## config.mk

```make
export PLATFORM = sky130hd
export DESIGN_NAME = fb_fill_engine
export DESIGN_NICKNAME = d
export VERILOG_FILES = /design/src/rtl/fb_fill_engine.sv
export SDC_FILE = /design/constraint.sdc
export NUM_CORES = 1
export LEC_CHECK = 0
export ABC_AREA = 1
export CAP_MARGIN = 20
export CORE_AREA = 2 2 266 268
export DETAILED_ROUTE_END_ITERATION = 10
export DIE_AREA = 0 0 268 270
export SLEW_MARGIN = 20
export SYNTH_ARGS = -nofsm -noshare
export SYNTH_HDL_FRONTEND = slang
export SYNTH_SLANG_ARGS = --single-unit
```

## constraint.sdc

```tcl
create_clock -name clk -period 7.1 [get_ports clk]
set_input_delay 1.42 -clock clk [delete_from_list [all_inputs] [get_ports clk]]
set_output_delay 1.42 -clock clk [all_outputs]
set_load 0.005 [all_outputs]
```

## src/rtl/fb_fill_engine.sv

```systemverilog
// rtl/fb_fill_engine.sv - rectangle-fill DMA writing a constant colour into the ARGB8888 frame buffer
// MMIO-programmed; one outstanding AXI4 INCR write burst at a time, row by row, never crossing 4 KB.

module fb_fill_engine #(
   parameter int FB_WIDTH      = 640,
   parameter int FB_HEIGHT     = 480,
   parameter int MAX_BURST_LEN = 32
) (
   input  logic        clk,
   input  logic        rst,
   input  logic        io_bus_s_rd_en,
   input  logic        io_bus_s_wr_en,
   input  logic        io_bus_s_cs,
   input  logic [31:0] io_bus_s_address,
   input  logic [31:0] io_bus_s_wr_data,
   output logic [31:0] io_bus_s_rd_data,
   output logic        done_irq,
   output logic [31:0] axi_awaddr,
   output logic [7:0]  axi_awlen,
   output logic [2:0]  axi_awsize,
   output logic [1:0]  axi_awburst,
   output logic        axi_awvalid,
   input  logic        axi_awready,
   output logic [31:0] axi_wdata,
   output logic [3:0]  axi_wstrb,
   output logic        axi_wlast,
   output logic        axi_wvalid,
   input  logic        axi_wready,
   input  logic [1:0]  axi_bresp,
   input  logic        axi_bvalid,
   output logic        axi_bready
);

   localparam logic [15:0] FBW   = 16'(FB_WIDTH);
   localparam logic [15:0] FBH   = 16'(FB_HEIGHT);
   localparam logic [15:0] MAXB  = 16'(MAX_BURST_LEN);
   localparam logic [31:0] FBW32 = 32'(FB_WIDTH);
   localparam logic [31:0] PITCH = 32'(FB_WIDTH * 4);

   typedef enum logic [2:0] {
      IDLE,
      SETUP,
      ISSUE_AW,
      SEND_W,
      WAIT_B
   } state_t;

   state_t state, state_nxt;

   logic [31:0] base_r, colour_r;
   logic [9:0]  x_r, y_r, w_r, h_r;

   logic [31:0] fill_colour, cur_addr, row_addr;
   logic [15:0] row_w, row_rem, rows_left;
   logic [15:0] burst_beats, beat_cnt;
   logic        done_sticky, err_sticky;

   logic        mmio_wr, mmio_rd, ctrl_wr, start_req, clear_req;
   logic [7:0]  reg_sel;
   logic        unused_addr_bits;

   logic [15:0] x_ext, y_ext, w_ext, h_ext, w_room, h_room, w_eff, h_eff;
   logic        start_clipped;
   logic [31:0] start_addr;
   logic [15:0] page_rem, beats_calc;
   logic        rect_empty, row_last_burst, rect_last_burst;

   assign reg_sel   = io_bus_s_address[7:0];
   assign mmio_wr   = io_bus_s_cs & io_bus_s_wr_en;
   assign mmio_rd   = io_bus_s_cs & io_bus_s_rd_en;
   assign ctrl_wr   = mmio_wr && (reg_sel == 8'h10);
   assign start_req = ctrl_wr && io_bus_s_wr_data[0] && (state == IDLE);
   assign clear_req = ctrl_wr && io_bus_s_wr_data[1];
   assign unused_addr_bits = ^io_bus_s_address[31:8];

   // Clip the programmed rectangle against the frame buffer at start time.
   always_comb begin
      x_ext         = {6'b0, x_r};
      y_ext         = {6'b0, y_r};
      w_ext         = {6'b0, w_r};
      h_ext         = {6'b0, h_r};
      start_clipped = (x_ext >= FBW) || (y_ext >= FBH);
      w_room        = FBW - x_ext;
      h_room        = FBH - y_ext;
      w_eff         = start_clipped ? 16'd0 : ((w_ext < w_room) ? w_ext : w_room);
      h_eff         = start_clipped ? 16'd0 : ((h_ext < h_room) ? h_ext : h_room);
      start_addr    = base_r + ((32'(y_r) * FBW32 + 32'(x_r)) << 2);
   end

   // Burst length limited by row remainder, max burst and distance to the next 4 KB page.
   always_comb begin
      page_rem   = 16'd1024 - {6'b0, cur_addr[11:2]};
      beats_calc = row_rem;
      if (MAXB < beats_calc) beats_calc = MAXB;
      if (page_rem < beats_calc) beats_calc = page_rem;
   end

   assign rect_empty      = (row_rem == 16'd0) || (rows_left == 16'd0);
   assign row_last_burst  = (row_rem == burst_beats);
   assign rect_last_burst = row_last_burst && (rows_left == 16'd1);

   always_ff @(posedge clk or negedge rst) begin
      if (!rst) state <= IDLE;
      else      state <= state_nxt;
   end

   always_comb begin
      state_nxt   = state;
      axi_awvalid = 1'b0;
      axi_wvalid  = 1'b0;
      axi_wlast   = 1'b0;
      axi_bready  = 1'b0;
      case (state)
         IDLE: begin
            if (start_req) state_nxt = SETUP;
         end
         SETUP: begin
            state_nxt = rect_empty ? IDLE : ISSUE_AW;
         end
         ISSUE_AW: begin
            axi_awvalid = 1'b1;
            if (axi_awready) state_nxt = SEND_W;
         end
         SEND_W: begin
            axi_wvalid = 1'b1;
            axi_wlast  = (beat_cnt == burst_beats - 16'd1);
            if (axi_wready && axi_wlast) state_nxt = WAIT_B;
         end
         WAIT_B: begin
            axi_bready = 1'b1;
            if (axi_bvalid) state_nxt = rect_last_burst ? IDLE : SETUP;
         end
         default: state_nxt = IDLE;
      endcase
   end

   assign axi_awaddr  = cur_addr;
   assign axi_awlen   = 8'(burst_beats - 16'd1);
   assign axi_awsize  = 3'b010;
   assign axi_awburst = 2'b01;
   assign axi_wdata   = fill_colour;
   assign axi_wstrb   = 4'hF;
   assign done_irq    = done_sticky;

   always_ff @(posedge clk or negedge rst) begin
      if (!rst) begin
         base_r   <= '0;
         colour_r <= '0;
         x_r      <= '0;
         y_r      <= '0;
         w_r      <= '0;
         h_r      <= '0;
      end else if (mmio_wr) begin
         case (reg_sel)
            8'h00: base_r   <= {io_bus_s_wr_data[31:2], 2'b00};
            8'h04: begin
               x_r <= io_bus_s_wr_data[9:0];
               y_r <= io_bus_s_wr_data[25:16];
            end
            8'h08: begin
               w_r <= io_bus_s_wr_data[9:0];
               h_r <= io_bus_s_wr_data[25:16];
            end
            8'h0C: colour_r <= io_bus_s_wr_data;
            default: ;
         endcase
      end
   end

   always_ff @(posedge clk or negedge rst) begin
      if (!rst) begin
         fill_colour <= '0;
         cur_addr    <= '0;
         row_addr    <= '0;
         row_w       <= '0;
         row_rem     <= '0;
         rows_left   <= '0;
         burst_beats <= '0;
         beat_cnt    <= '0;
      end else begin
         case (state)
            IDLE: begin
               if (start_req) begin
                  fill_colour <= colour_r;
                  cur_addr    <= start_addr;
                  row_addr    <= start_addr;
                  row_w       <= w_eff;
                  row_rem     <= w_eff;
                  rows_left   <= h_eff;
               end
            end
            SETUP: begin
               burst_beats <= beats_calc;
               beat_cnt    <= '0;
            end
            SEND_W: begin
               if (axi_wready) beat_cnt <= beat_cnt + 16'd1;
            end
            WAIT_B: begin
               if (axi_bvalid) begin
                  if (row_last_burst) begin
                     rows_left <= rows_left - 16'd1;
                     row_addr  <= row_addr + PITCH;
                     cur_addr  <= row_addr + PITCH;
                     row_rem   <= row_w;
                  end else begin
                     cur_addr <= cur_addr + (32'(burst_beats) << 2);
                     row_rem  <= row_rem - burst_beats;
                  end
               end
            end
            default: ;
         endcase
      end
   end

   // A completion in the same cycle as a clear still leaves the flag set.
   always_ff @(posedge clk or negedge rst) begin
      if (!rst) begin
         done_sticky <= 1'b0;
         err_sticky  <= 1'b0;
      end else begin
         if (clear_req) begin
            done_sticky <= 1'b0;
            err_sticky  <= 1'b0;
         end
         if ((state == SETUP && rect_empty) ||
             (state == WAIT_B && axi_bvalid && rect_last_burst))
            done_sticky <= 1'b1;
         if (state == WAIT_B && axi_bvalid && axi_bresp != 2'b00)
            err_sticky <= 1'b1;
      end
   end

   always_ff @(posedge clk or negedge rst) begin
      if (!rst) begin
         io_bus_s_rd_data <= '0;
      end else if (mmio_rd) begin
         case (reg_sel)
            8'h00:   io_bus_s_rd_data <= base_r;
            8'h04:   io_bus_s_rd_data <= {6'b0, y_r, 6'b0, x_r};
            8'h08:   io_bus_s_rd_data <= {6'b0, h_r, 6'b0, w_r};
            8'h0C:   io_bus_s_rd_data <= colour_r;
            8'h10:   io_bus_s_rd_data <= {29'b0, err_sticky, done_sticky, state != IDLE};
            default: io_bus_s_rd_data <= '0;
         endcase
      end
   end

endmodule

```

# [After elaboration in Yosys (flattened, before gate mapping)]
# Index checks and enable logic that the tools add are counted.
[totals] reg_bits=315 input_bits=74 out_inout_bits=118 wordCells=125
[op_classes] add_sub_neg=11 multipliers=1 order_cmp=6 eq_ne=17 n_mux=38 bitwise_logic=2 n_reduce_logical=32
[ops] op="$mux W16" n=13
[ops] op="$mux W32" n=5
[ops] op="$pmux W32 S5" n=1
[ops] op="$pmux W32 S2" n=2
[ops] op="$pmux W16 S2" n=3
[ops] op="$add A32 B12 Y32 const B" n=1
[ops] op="$add A32 B18 Y32" n=1
[ops] op="$add A32 B23 Y32" n=1
[ops] op="$eq A16 B16 Y1" n=2
[ops] op="$logic_not A16 Y1" n=2
[ops] op="$lt A10 B16 Y1" n=2
[ops] op="$sub A16 B1 Y16 const B" n=2
[ops] op="$add A20 B10 Y21" n=1
[ops] op="$add A16 B1 Y16 const B" n=1
[ops] op="$eq A16 B1 Y1 const B" n=1
[ops] op="$eq A8 B4 Y1 const B" n=2
[ops] op="$lt A16 B16 Y1" n=1
[ops] op="$lt A6 B16 Y1 const A" n=1
[ops] op="$sub A16 B16 Y16" n=1
[ops] op="$pmux W3 S5" n=1
[ops] op="$mul A10 B3 Y13 const B" n=1
[ops] op="$mux W3" n=4
[ops] op="$ne A2 B2 Y1 const B" n=6
[ops] op="$reduce_and A2 Y1" n=6
[ops] op="21 further kinds" n=46

# [Depth between registers and ports, before layout]
# Gate-level depths: netlist of run 1.
[logic_depth] word_depth=6 mapped_depth=27 ltp_nobuf=27

# [Worst setup path before layout of run 1]
# OpenSTA, ideal clock, no wires.
[synth_timing] path_kind="reg-to-reg" from="register y_r[1]" to="register cur_addr[30], in the netlist axi_awaddr[30]" setup_ns=0.118 arrival_time_ns=3.651 t_required_ns=6.982 path_slack_ns=3.331 stages_incl_launch_ff=23 path_buffers=1 period_less_slack_ns=3.769 cell_sequence="dfrtp_1 -> ha_1 -> ha_1 -> inv_1 -> fa_1 -> o21ai_0 -> a21oi_1 -> o21bai_1 -> xor2_1 -> inv_1 -> nor2_1 -> a21oi_1 -> ha_1 -> clkbuf_1 -> nand4_1 -> nor3_1 -> nand3_1 -> nand3_1 -> nand4_1 -> nand3_1 -> nand2_1 -> a21oi_1 -> nor2_1"
[synth_via] elab_chain_cells=5
[synth_lines] item="start: declaration" line="51" source="logic [9:0] x_r, y_r, w_r, h_r;"
[synth_lines] item="start signal: assignment" line="158" source="y_r <= io_bus_s_wr_data[25:16];"
[synth_lines] item="$mul A10 B3 Y13" line="87" source="start_addr = base_r + ((32'(y_r) * FBW32 + 32'(x_r)) << 2);"
[synth_lines] item="$add A20 B10 Y21" line="87"
[synth_lines] item="$add A32 B23 Y32" line="87"
[synth_lines] item="$mux W32" line="183" source="if (start_req) begin"
[synth_lines] item="$pmux W32 S2" line="181" source="case (state)"
[synth_lines] item="end signal: assignment" line="185" source="cur_addr <= start_addr;"
[synth_lines] item="end signal: assignment" line="204" source="cur_addr <= row_addr + PITCH;"
[synth_lines] item="end signal: assignment" line="207" source="cur_addr <= cur_addr + (32'(burst_beats) << 2);"
[synth_lines] item="end: declaration" line="53" source="logic [31:0] fill_colour, cur_addr, row_addr;"
# No other way between the ends. The select of a mux whose other input is x is not followed.
# A chain may end at the register's enable or synchronous reset.

# [Worst setup path in the final report of run 1]
[layout_timing] from="register burst_beats[1]" to="output axi_wlast"
[layout_via] elab_chain_cells=3
[layout_lines] item="start: declaration" line="55" source="logic [15:0] burst_beats, beat_cnt;"
[layout_lines] item="start signal: assignment" line="193" source="burst_beats <= beats_calc;"
[layout_lines] item="$sub A16 B1 Y16"
[layout_lines] item="$eq A16 B16 Y1" line="126" source="axi_wlast = (beat_cnt == burst_beats - 16'd1);"
[layout_lines] item="$mux W1" line="113" source="case (state)"
[layout_lines] item="end: declaration" line="26" source="output logic axi_wlast,"
# No other way between the ends.

==> impl_metrics.yaml, run 1 <==
detailed_routing:
  ant_nets: 0
  totalWireLength_mm: 67.8
  vias: 19600
  drcViolationCount: 0
  first_iter_violations: 1772
  routed_via_density: 4.89
  wl_per_cell_um: 17.0
  dr.pass1.iters: 6
hold_path:
  hp-class: "reg2reg"
  min_from: "axi_wdata[3]"
  min_to: "axi_wdata[3]"
  hold_depth: 2
logic_synthesis:
  synth-warning-count: 0
  syn_inst: 2897
  synth_enable_flop_cells: 0
  netlist-cell-type-count: 62
  syn_area_um2: 20600
  ys_seq_area_share_pct: 37.3
  avgSynthCellArea_um2: 7.12
  synthFlopType: "dfrtp_1"
  async_reset_ff_share_pct: 100
  yosys_register_bits: 307
final_layout:
  final_cell_mix: "nand2_1, inv_1, dfrtp_1, o21ai_0, nor2_1"
  nNetsFinal: 3216
  syn_to_final_growth_pct: 18.9
  diodes: 0
  layout-drive-gt1-share_pct: 4.09
  layout_commonest_cell: "nand2_1"
  utilization_pct: 35.3
clock_network:
  h-tree-depth: 2
  cts_buffers: 38
  postCtsSetupRepairBufs: 0
  clock_path_buffers: 3
  clk_pin_slew_ps: 60
  cts_resized: 0
  cts-root-buf: "clkbuf_16"
  cts_tree: "built"
  clock_latency_ps: 590
  holdBufCountCts: 0
  cts_sinks: 307
worst_setup_path:
  rrSetupSlack_ps: 2290
  required_ps: 5680
  cp-end-kind: "output port"
  setup.worst_path.start_class: "register"
  criticalPathCategory: "reg2out"
  crit_path_max_fanout: 6
  reg2reg_depth: 18
  r2r-end: "row_addr[23]"
  crit_arrival_ps: 3440
  timing.rr.start: "y_r[1]"
power_and_ir_drop:
  p_int_mw: 3.87
  p_sw_mw: 2.21
  pwr-share-comb_pct: 29.1
  p_seq_share_pct: 35.5
  powerDensity_nw_per_um2: 248
  leakage_nw: 11.8
  power_mw: 6.08
  p_clk_share_pct: 35.4
  irDropWorstVdd_uv: 145
  p_sw_share_pct: 36.4
floorplan:
  dieArea_um2: 72400
  die_w_um: 268
  dieHeight_um: 270
  core.rowCount: 97
  start_util_pct: 29.7
  io-pin-count: 192
  core_um2: 69500
timing:
  clock.fmax_ghz: 0.206
  fin_crit_sh_pct: 68.4
  setup_tns_ps: 0
  min_period_ps: 4860
  slew_headroom_pct: 29.7
  fin_hold_ws_ps: 468
  finalSetupViolCount: 0
  hold_viol: 0
  drv_slew: 0
  rsz0062_at_grt: "false"
  clock_skew_ps: 50.6
  tightestPinTransition_ps: 1060
placed_design:
  dp_hpwl_mm: 50.8
  routabilityCongestion: 0.894
  numPortBuffers: 158
global_routing:
  grt_max_degree: 152
  grt_pass1_wl_mm: 107
  overflow: 0
  grt_pass1_vias: 18500
  antenna_found_initial: 0
  track_usage_pct: 18.8
outcome:
  status: "completed"
job:
  drv_cap: 0
[power groups by stage]
stage | combinational [mW] | clock (mW) | sequential [mW]
4_1_cts | 1.77 | 2.19 | 2.16
3_3_place_gp | 1.75 | 0 | 2.19
2_1_floorplan | 1.25 | 0 | 2.11
6_report | 1.77 | 2.15 | 2.16
5_1_grt | 2.01 | 2.27 | 2.19
3_5_place_dp | 1.76 | 0 | 2.19
[Yosys cell counts, types with 5 or more instances]
master,n,area [um2]
nand2_1,746,2800
inv_1,349,1310
dfrtp_1,307,7680
o21ai_0,288,1440
nor2_1,271,1020
nand3_1,179,896
a21oi_1,175,876
ha_1,108,1350
clkbuf_1,58,218
xor2_1,53,464
nand4_1,47,294
nor3_1,34,170
o22ai_1,30,188
a31oi_1,26,163
xnor2_1,24,210
buf_2,19,95.1
nand3b_1,16,120
buf_4,14,105
a21o_1,13,97.6
a221oi_1,12,105
nor4_1,10,62.6
or2_2,10,62.6
o211ai_1,9,67.6
o21ai_1,8,40.0
o21bai_1,8,60.1
a22oi_1,5,37.5
fa_1,5,100
inv_2,5,18.8
nand2_2,5,31.3
nor2_2,5,31.3
nor3_2,5,50.1
[logic make-up (layout without fill, tap and decap cells)]
logic type	Yosys count	in the layout	share of synthesized area, %
and+or+nand+nor	1347	1347	27.7
AOI/OAI and AO/OA	599	599	16.0
buffers and inverters	451	598	8.62
DFF	307	307	37.3
adders and majority gates	113	113	7.04
xor gates and xnor gates	78	78	3.38
other	2	15	0.0364
[per-stage QoR]
stage          cells  setup WS (ps)  instance area [um2]
6_report        3997           2240                24500
5_1_grt         3997           1830                24500
4_1_cts         3996           2180                24500
3_5_place_dp    3928           2240                23100
3_3_place_gp    3928           2280                23100
2_1_floorplan   2910           3330                20700
[how the worst max path moves through the flow]
stage,from,to,slack [ps],cells past startpoint
5_1_grt,y_r[1],axi_awaddr[29],1830,27
3_3_place_gp,io_bus_s_address[5],h_r[6],2280,8
4_1_cts,burst_beats[1],axi_wlast,2180,13
2_1_floorplan,y_r[1],axi_awaddr[30],3330,22
6_report,burst_beats[1],axi_wlast,2240,13
3_5_place_dp,io_bus_s_address[5],h_r[8],2240,8
[worst max-delay path: stages, from the launching register on]
cell and delay [ps]:
dfrtp_1 490, inv_1 230, ha_1 270, nand2_1 130, nor2_1 360, o211ai_1 150, o21ai_0 90, nand2_1 70
nor2_1 130, nand4_1 100, nor2_1 100, nand2_1 110, nor2_1 110, clkdlybuf4s50_1 510
[final cells by class]
| class | count | area (um2) |
|---|---|---|
| timing repair buffer | 173 | 1720 |
| inverter | 357 | 1340 |
| sequential | 307 | 7680 |
| fill | 7367 | 45000 |
| multi-input combinational | 2152 | 11200 |
| clock buffer | 47 | 1070 |
| tap | 940 | 1180 |
| clock inverter | 21 | 304 |
[layer usage]
| metal | share of wire [%] | GRT usage, % | vias to the layer above |
|---|---|---|---|
| li1 | - | - | 9798 |
| met1 | 47 | 26.8 | 9152 |
| met2 | 45 | 29.4 | 520 |
| met3 | 6.0 | 2.93 | 84 |
| met4 | 2.2 | 4.73 | 0 |
| met5 | 0 | 0 | - |
[sequential cells by signal, indices dropped and copies added, names as in the netlist]
signal and count:
axi_awaddr 31, axi_wdata 32, base_r 30, beat_cnt 16, burst_beats 16, colour_r 32
done_irq 1, err_sticky 1, h_r 10, io_bus_s_rd_data 32, row_addr 30, row_rem 16
row_w 11, rows_left 16, state 3, w_r 10, x_r 10, y_r 10
Power figures use the tool's default switching activity.
==> run 2, diff against run 1 <==
clock period = 4.6 ns   (was 7.1 ns; I/O delays follow)
==> run 2 against run 1 <==
Against the previous run:
- clock power grew 53%
- via count grew 0.61%
- global-route usage shrank 0.099 points
- combinational power grew 57%
- largest cell class unchanged
- largest power group unchanged
==> impl_metrics.yaml, run 2 (synthesis gave the netlist of run 1 again) <==
outcome:
  status: "completed"
detailed_routing:
  dr.pass1.iters: 6
  drcViolationCount: 0
  totalWireLength_mm: 67.9
  vias: 19700
  ant_nets: 0
  routed_via_density: 4.91
  first_iter_violations: 1467
  wl_per_cell_um: 16.9
power_and_ir_drop:
  leakage_nw: 11.9
  irDropWorstVdd_uv: 273
  pwr-share-comb_pct: 29.6
  p_int_mw: 5.99
  p_sw_mw: 3.40
  p_seq_share_pct: 35.5
  p_clk_share_pct: 34.9
  powerDensity_nw_per_um2: 380
  p_sw_share_pct: 36.2
worst_setup_path:
  crit_family: "compound AO/OA/AOI/OAI gates"
  criticalPathCategory: "reg2reg"
  path_cells: "ha_1 > ha_1 > inv_1 > fa_1 > o21ai_1 > a21oi_1 > o21bai_1 > xor2_1 > inv_1 > nor2_1 > a21oi_1 > ha_1 > a21oi_1 > o21ai_0 > a21oi_1 > nand3_2 > nand3_1 > nand3_1 > nand2_1 > nand2_1 > nand2_1"
  critPathMostFrequentCell: "a21oi_1"
  required_ps: 5090
  crit_path_max_fanout: 7
  cp_num_buf_inv: 2
  slowest_delay_ps: 460
  crit_arrival_ps: 4740
  rrSetupSlack_ps: 350
  cp-end-kind: "register"
  setup.worst_path.start_class: "register"
  cpMaxStageDelayCell: "dfrtp_2"
final_layout:
  diodes: 0
  layout_commonest_cell: "nand2_1"
  final_cells: 4010
  nNetsFinal: 3231
  syn_to_final_growth_pct: 19.7
  layout-drive-gt1-share_pct: 4.76
  fillers: 7435
  final_cell_mix: "nand2_1, inv_1, dfrtp_1, o21ai_0, nor2_1"
clock_network:
  h-tree-depth: 2
  clock_path_buffers: 3
  cts_tree: "built"
  holdBufCountCts: 0
  cts_sinks: 307
  clock_latency_ps: 580
  cts-root-buf: "clkbuf_16"
  cts_buffers: 38
  clk_pin_slew_ps: 60
global_routing:
  grt_pass1_wl_mm: 107
  antenna_found_initial: 0
  grt_max_degree: 95
  overflow: 0
  grt_pass1_vias: 18600
  track_usage_pct: 18.7
placed_design:
  dp_cells: 3944
  routabilityCongestion: 0.908
  numPortBuffers: 158
  dp_hpwl_mm: 52.4
timing:
  finalSetupViolCount: 0
  clock_skew_ps: 30.3
  drv_slew: 0
  slew_headroom_pct: 40.8
  fin_crit_sh_pct: 92.4
  min_period_ps: 4250
  hold_viol: 0
  clock.fmax_ghz: 0.235
  rsz0062_at_grt: "false"
  tightestPinTransition_ps: 886
  setup_tns_ps: 0
job:
  drv_cap: 0
floorplan:
  core_um2: 69500
  dieArea_um2: 72400
  io-pin-count: 192
  die_w_um: 268
  dieHeight_um: 270
  core.rowCount: 97
  start_util_pct: 29.7
hold_path:
  hp-class: "in2async"
run 2: cell types whose count changed in the layout (fill, tap and decap cells not counted), sizes merged:
cell	change
clkinv	-3
clkbuf	+3
clkinvlp	-3
inv	+1
buf	+15
run 2: metrics by stage:
step	power (mW)	hold WS, ps	area, um2	setup slack (ps)	utilization [%]
6_report	9.39	379	24700	348	35.5
5_1_grt	9.99	441	24700	9.65	35.5
4_1_cts	9.45	431	24600	220	35.4
3_5_place_dp	6.14	463	23300	232	33.5
3_3_place_gp	6.12	454	23300	293	33.5
2_1_floorplan	5.17	436	20700	831	-
run 2: final cells by class:
cell class                 count  area [um2]  area share [%]
clock buffer                  50        1080            4.36
sequential                   307        7680            31.1
clock inverter                16         277            1.12
inverter                     357        1340            5.44
tap                          940        1180            4.77
multi-input combinational   2152       11300            45.6
timing repair buffer         188        1860            7.54
run 2: routing by layer:
layer | global-route usage [%] | up-vias | share of wire, %
met1 | 26.3 | 9205 | 47
met5 | 0 | - | 0
met3 | 2.60 | 78 | 5.3
li1 | - | 9844 | -
met4 | 4.25 | 0 | 2.0
met2 | 30.2 | 546 | 46
run 2: worst paths after layout:
check                              from  cells past startpoint             end
min in group clk           axi_wdata[3]                      2    axi_wdata[3]
max                              y_r[1]                     21  axi_awaddr[29]
max in group asynchronous           rst                      2    colour_r[13]
max reg2reg                      y_r[1]                     21  axi_awaddr[29]
min reg2reg                axi_wdata[3]                      2    axi_wdata[3]
min                                 rst                      1     beat_cnt[7]
run 2: repair_timing:
item,4_1_cts,5_1_grt
setup endpoints to repair,0,21
resized for setup,0,11
buffers inserted,0,0
run 2: power by group through the flow:
stage | clock network [mW] | registers [mW] | logic [mW]
6_report | 3.28 | 3.34 | 2.78
2_1_floorplan | 0 | 3.25 | 1.92
3_5_place_dp | 0 | 3.37 | 2.76
3_3_place_gp | 0 | 3.37 | 2.75
5_1_grt | 3.46 | 3.38 | 3.15
4_1_cts | 3.34 | 3.33 | 2.78
==> run 3, diff against run 2 <==
CTS_CLUSTER_DIAMETER = 120   (was not set)
==> results of run 3 <==
The final DEF is identical to that of run 2; final timing and power are the same.
